$ cat config.mk
export PLATFORM = sky130hd
export DESIGN_NAME = bf16_to_int_flat
export DESIGN_NICKNAME = d
export VERILOG_FILES = /design/src/rtl/bf16_to_int_if.sv /design/src/rtl/bf16_to_int.sv /design/src/flat_wrapper.sv
export SDC_FILE = /design/constraint.sdc
export NUM_CORES = 1
export LEC_CHECK = 0
export CAP_MARGIN = 5
export CORE_MARGIN = 5
export CORE_UTILIZATION = 44
export CTS_BUF_LIST = sky130_fd_sc_hd__clkbuf_8
export CTS_CLUSTER_SIZE = 28
export DETAILED_ROUTE_END_ITERATION = 6
export PLACE_DENSITY = 0.67
export SYNTH_ARGS = -nofsm -noshare
export SYNTH_HDL_FRONTEND = slang
export SYNTH_SLANG_ARGS = --single-unit
$ cat constraint.sdc
create_clock -name clk -period 3.7 [get_ports clk]
set_input_delay 0.555 -clock clk [delete_from_list [all_inputs] [get_ports clk]]
set_output_delay 0.555 -clock clk [all_outputs]
set_load 0.01 [all_outputs]
$ cat src/rtl/bf16_to_int_if.sv
// rtl/bf16_to_int_if.sv - start/busy/done handshake bundle for the BF16-to-integer converter
interface bf16_to_int_if #(
    parameter int OUT_W = 16
) ();
    logic             start;
    logic [15:0]      a;
    logic             busy;
    logic [OUT_W-1:0] result;
    logic             error;
    logic             done;

    modport master (
        output start, a,
        input  busy, result, error, done
    );

    modport slave (
        input  start, a,
        output busy, result, error, done
    );
endinterface

$ cat src/rtl/bf16_to_int.sv
// rtl/bf16_to_int.sv - iterative BF16 to signed OUT_W-bit integer converter (truncating, saturating)
module bf16_to_int #(
    parameter int OUT_W = 16
) (
    input  logic          clk,
    input  logic          rst,
    bf16_to_int_if.slave  bus
);
    localparam int WW    = OUT_W + 8;
    localparam int CNT_W = 8;
    localparam logic [OUT_W-1:0] MAX_POS = {1'b0, {(OUT_W-1){1'b1}}};
    localparam logic [OUT_W-1:0] MIN_NEG = {1'b1, {(OUT_W-1){1'b0}}};

    typedef enum logic [1:0] {IDLE, UNPACK, SHIFT, NEGATE} state_t;

    state_t           state;
    logic [15:0]      a_q;
    logic [WW-1:0]    work;
    logic [CNT_W-1:0] cnt;
    logic             dir_left;

    logic       s;
    logic [7:0] ex;
    logic [6:0] man;
    int         e_val;

    assign s     = a_q[15];
    assign ex    = a_q[14:7];
    assign man   = a_q[6:0];
    assign e_val = int'(ex) - 127;

    always_ff @(posedge clk or posedge rst) begin
        if (rst) begin
            state      <= IDLE;
            a_q        <= '0;
            work       <= '0;
            cnt        <= '0;
            dir_left   <= 1'b0;
            bus.busy   <= 1'b0;
            bus.result <= '0;
            bus.error  <= 1'b0;
            bus.done   <= 1'b0;
        end else begin
            bus.done <= 1'b0;
            case (state)
                IDLE: begin
                    if (bus.start) begin
                        a_q      <= bus.a;
                        bus.busy <= 1'b1;
                        state    <= UNPACK;
                    end
                end
                UNPACK: begin
                    if (ex == 8'hFF) begin
                        bus.result <= (man != 7'd0) ? '0 : (s ? MIN_NEG : MAX_POS);
                        bus.error  <= 1'b1;
                        bus.done   <= 1'b1;
                        bus.busy   <= 1'b0;
                        state      <= IDLE;
                    end else if (ex == 8'h00 || e_val < 0) begin
                        bus.result <= '0;
                        bus.error  <= 1'b0;
                        bus.done   <= 1'b1;
                        bus.busy   <= 1'b0;
                        state      <= IDLE;
                    end else if (e_val >= OUT_W - 1) begin
                        // Exactly -2^(OUT_W-1) is representable; everything else beyond range clips.
                        if (s && e_val == OUT_W - 1 && man == 7'd0) begin
                            bus.result <= MIN_NEG;
                            bus.error  <= 1'b0;
                        end else begin
                            bus.result <= s ? MIN_NEG : MAX_POS;
                            bus.error  <= 1'b1;
                        end
                        bus.done <= 1'b1;
                        bus.busy <= 1'b0;
                        state    <= IDLE;
                    end else begin
                        work     <= {{OUT_W{1'b0}}, 1'b1, man};
                        dir_left <= (e_val >= 7);
                        cnt      <= (e_val >= 7) ? CNT_W'(e_val - 7) : CNT_W'(7 - e_val);
                        state    <= (e_val == 7) ? NEGATE : SHIFT;
                    end
                end
                SHIFT: begin
                    work <= dir_left ? (work << 1) : (work >> 1);
                    cnt  <= cnt - 1'b1;
                    if (cnt == CNT_W'(1))
                        state <= NEGATE;
                end
                NEGATE: begin
                    bus.result <= s ? -work[OUT_W-1:0] : work[OUT_W-1:0];
                    bus.error  <= 1'b0;
                    bus.done   <= 1'b1;
                    bus.busy   <= 1'b0;
                    state      <= IDLE;
                end
                default: state <= IDLE;
            endcase
        end
    end
endmodule

$ cat src/flat_wrapper.sv
// flat-port wrapper written by rule: the top's interface ports become plain ports
module bf16_to_int_flat 
#(
    parameter int OUT_W = 16
)
  (clk, rst, bus_start, bus_a, bus_busy, bus_result, bus_error, bus_done);
  bf16_to_int_if #(.OUT_W(OUT_W)) bus_i ();
  input  logic clk;
  input  logic rst;
  input wire logic [$bits(bus_i.start)-1:0] bus_start;
  input wire logic [$bits(bus_i.a)-1:0] bus_a;
  output wire logic [$bits(bus_i.busy)-1:0] bus_busy;
  output wire logic [$bits(bus_i.result)-1:0] bus_result;
  output wire logic [$bits(bus_i.error)-1:0] bus_error;
  output wire logic [$bits(bus_i.done)-1:0] bus_done;
  assign bus_i.start = bus_start;
  assign bus_i.a = bus_a;
  assign bus_busy = bus_i.busy;
  assign bus_result = bus_i.result;
  assign bus_error = bus_i.error;
  assign bus_done = bus_i.done;
  bf16_to_int #(.OUT_W(OUT_W)) u_core (.clk(clk), .rst(rst), .bus(bus_i));
endmodule
==> impl_metrics.toml <==
[setup_path]
r2r-start = "u_core.a_q[7]"
max_stage_delay_ns = 0.46
worstSetupPathType = "reg -> reg"
crit_fanout = 8
rr_endpoint = "u_core.cnt[7]"
cp.required_ns = 3.93
startpoint_type = "flop"
crit_slowest_cell = "dfrtp_1"
r2r_slack_ns = 0.67
cpMostUsedCell = "ha_1"
worst-r2r-cell-count = 9
endpoint_kind = "flop"
cp_cell_sequence = "ha_1, and3_1, xnor2_1, ha_1, a21boi_0, o221ai_1, a22oi_1, o22ai_1, a221o_1"
cp.arrival_ns = 3.26

[power_and_ir_drop]
ir_worst_vdd_mv = 0.332
p_sw_mw = 1.16
power_density_nw_per_um2 = 643
pwr-share-comb_pct = 38.2
p_clk_share_pct = 20.7
pwr-share-seq_pct = 41.1
intPower_mw = 1.86
p_leak_nw = 1.91
sw_frac_of_total_pct = 38.3

[final_layout]
fin_util_pct = 51.6
diodes = 0
fillCellCount = 852
area_growth_pct = 16.4
ff_latch_area_um2 = 1750
drive_above_1_share_pct = 12.0
nets = 473
multi_input_area_um2 = 2130

[synthesis]
netlist_area_um2 = 4040
yosys.cell_types.count = 57
avgSynthCellArea_um2 = 9.67
synth-seq-area-share_pct = 43.4
yosys.area.top_type_share_pct = 43.4
synthTopCellsByCount = "dfrtp_1, nand2_1, a21oi_1, o21ai_0, mux2i_1"
synth_top_area_cell = "dfrtp_1"
syn_inst = 418
yosysWarningCount = 0
synth_area_leaders = "dfrtp_1, mux2_2, mux2i_1"
syn-num-nets = 445
async_flop_share_pct = 100
synth_edf_count = 0
yosysMostFrequentCell = "dfrtp_1"
ys.flop_type = "dfrtp_1"
ys_ff_latch = 70

[timing]
min_period_ns = 3.03
skew_ns = 0.00703
fin_tns_setup_ns = 0
rsz0062_at_grt = "false"
timing.hold.ws_ns = 0.482
relSlewSlack_pct = 24.5
min_period_over_period_pct = 81.9
hold_violations = 0
setup_viol = 0
worst_slew_pin_slew_ns = 1.13
drv_slew = 0
fin_ws_ns = 0.670
fmax_ghz = 0.330

[floorplan]
start_util_pct = 44.4
io_pins = 38
core_area_um2 = 9110
row_count = 35
die-height_um = 106
die_area_um2 = 11200
die_w_um = 106

[clocking]
postCtsSetupBuffers = 0
numCtsBuffers = 9
cts_root_buf = "clkbuf_8"
clock_path_buffers = 2
numClockSinks = 70
clk_pin_slew_ns = 0.08
h-tree-depth = 3
cts_hold_buf = 0
clock_latency_ns = 0.35
cts_resized = 0
cts_tree = "built"

[hold_path]
hold_class = "reg -> reg"
hp-start = "u_core.bus.result[7]"
hold_end = "u_core.bus.result[7]"
holdPathStages = 2

[drt]
drt_iter0_drc = 130
postRouteAntennaNets = 0
wirelength_um = 9030
wl_per_cell_um = 16.1
dr_total_vias = 3250
drc = 0
avgViaCountPerCell = 5.78
dr.pass1.iters = 4

[status]
status = "completed"

[placement]
place_worst_setup_slack_ns = 0.721
gp_congestion = 0.878
numPortBuffers = 37
dpl.hpwl_um = 6580

[grt]
grt_pass1_vias = 3037
grt_usage_pct = 16.7
overflow = 0
grt_antenna_before_repair = 0
grt_pass1_wl_um = 15200
grt_max_degree = 40

[job]
max-cap-violations = 0
logic make-up after synthesis:
group                    after synthesis  synth area share, %
adder cells (fa/ha/maj)                8                 2.48
XOR/XNOR                              24                 5.20
buffers and inverters                 41                 4.12
multiplexers                          42                 11.0
AO/OA/AOI/OAI                        120                 19.7
AND/OR/NAND/NOR                      113                 14.2
flip-flops                            70                 43.4
worst max-delay path: cells and delay by family, from the launching register on:
family | cells | cell delay (ns)
AND/OR/NAND/NOR | 1 | 0.27
XOR/XNOR | 1 | 0.31
flip-flops | 1 | 0.46
AO/OA/AOI/OAI | 5 | 1.33
adder cells (fa/ha/maj) | 2 | 0.56
worst max-delay path by stage:
stage                       start             to  slack (ns)  depth (start not counted)
CTS                 u_core.a_q[7]  u_core.cnt[7]        0.72                          9
floorplan           u_core.a_q[7]  u_core.cnt[7]        0.99                         10
detailed placement  u_core.a_q[7]  u_core.cnt[7]        0.72                          9
finish              u_core.a_q[7]  u_core.cnt[7]        0.67                          9
global route        u_core.a_q[7]  u_core.cnt[7]        0.49                          9
global placement    u_core.a_q[7]  u_core.cnt[5]        0.78                          8
stage by stage:
| stage | cell area (µm²) | cells | power [mW] |
|---|---|---|---|
| after floorplan | 4040 | 418 | 2.00 |
| after global placement | 4500 | 546 | 2.38 |
| after detailed placement | 4500 | 546 | 2.41 |
| after CTS | 4700 | 562 | 3.04 |
| after global routing | 4700 | 562 | 3.22 |
| final | 4700 | 562 | 3.02 |
final cells by class:
class | count | area share [%]
clock inverter | 7 | 1.54
tap | 111 | 2.95
clock buffer | 9 | 2.64
timing repair buffer | 46 | 9.32
sequential | 70 | 37.3
multi-input combinational | 307 | 45.3
inverter | 12 | 0.958
cell usage in the layout (no fill, tap or decap), drive strengths merged, types with 2 or more instances in the layout:
| master | n |
|---|---|
| nand3 | 6 |
| a21boi | 2 |
| a31oi | 6 |
| inv | 14 |
| clkinvlp | 2 |
| clkinv | 2 |
| clkdlybuf4s50 | 37 |
| a211oi | 7 |
| a21oi | 28 |
| o211ai | 3 |
| a21o | 3 |
| o31a | 2 |
| nor4 | 7 |
| buf | 9 |
| xnor2 | 12 |
| nand3b | 2 |
| and3 | 4 |
| and2 | 3 |
| nand2b | 6 |
| and4 | 3 |
| clkbuf | 9 |
| nor2 | 11 |
| ha | 8 |
| o21ai | 24 |
| o22ai | 19 |
| xor2 | 12 |
| nor2b | 10 |
| mux2 | 20 |
| nor3 | 8 |
| a32oi | 2 |
| mux2i | 22 |
| o41ai | 4 |
| dfrtp | 70 |
| or3 | 2 |
| nand2 | 45 |
| o31ai | 5 |
| o221ai | 2 |
| or4 | 3 |
power by group through the flow:
stage	registers [mW]	clock network, mW	logic, mW
6_report	1.24	0.625	1.15
5_1_grt	1.29	0.674	1.26
4_1_cts	1.24	0.643	1.16
3_5_place_dp	1.25	0	1.16
3_3_place_gp	1.24	0	1.14
2_1_floorplan	1.18	0	0.823
state kept, by name, indices dropped and copies added (netlist names), named ones only:
signal,flops
u_core.work,24
u_core.a_q,16
u_core.bus.result,16
u_core.cnt,8
u_core.bus.busy,1
u_core.bus.done,1
u_core.bus.error,1
u_core.dir_left,1
u_core.state,1
layer usage:
metal	vias up	global-route usage [%]	routed length, µm
met4	0	5.09	116
met5	-	0	0
li1	1591	-	-
met1	1577	22.1	4120
met3	10	3.86	430
met2	72	27.4	4360
(Power assumes the default switching activity.)
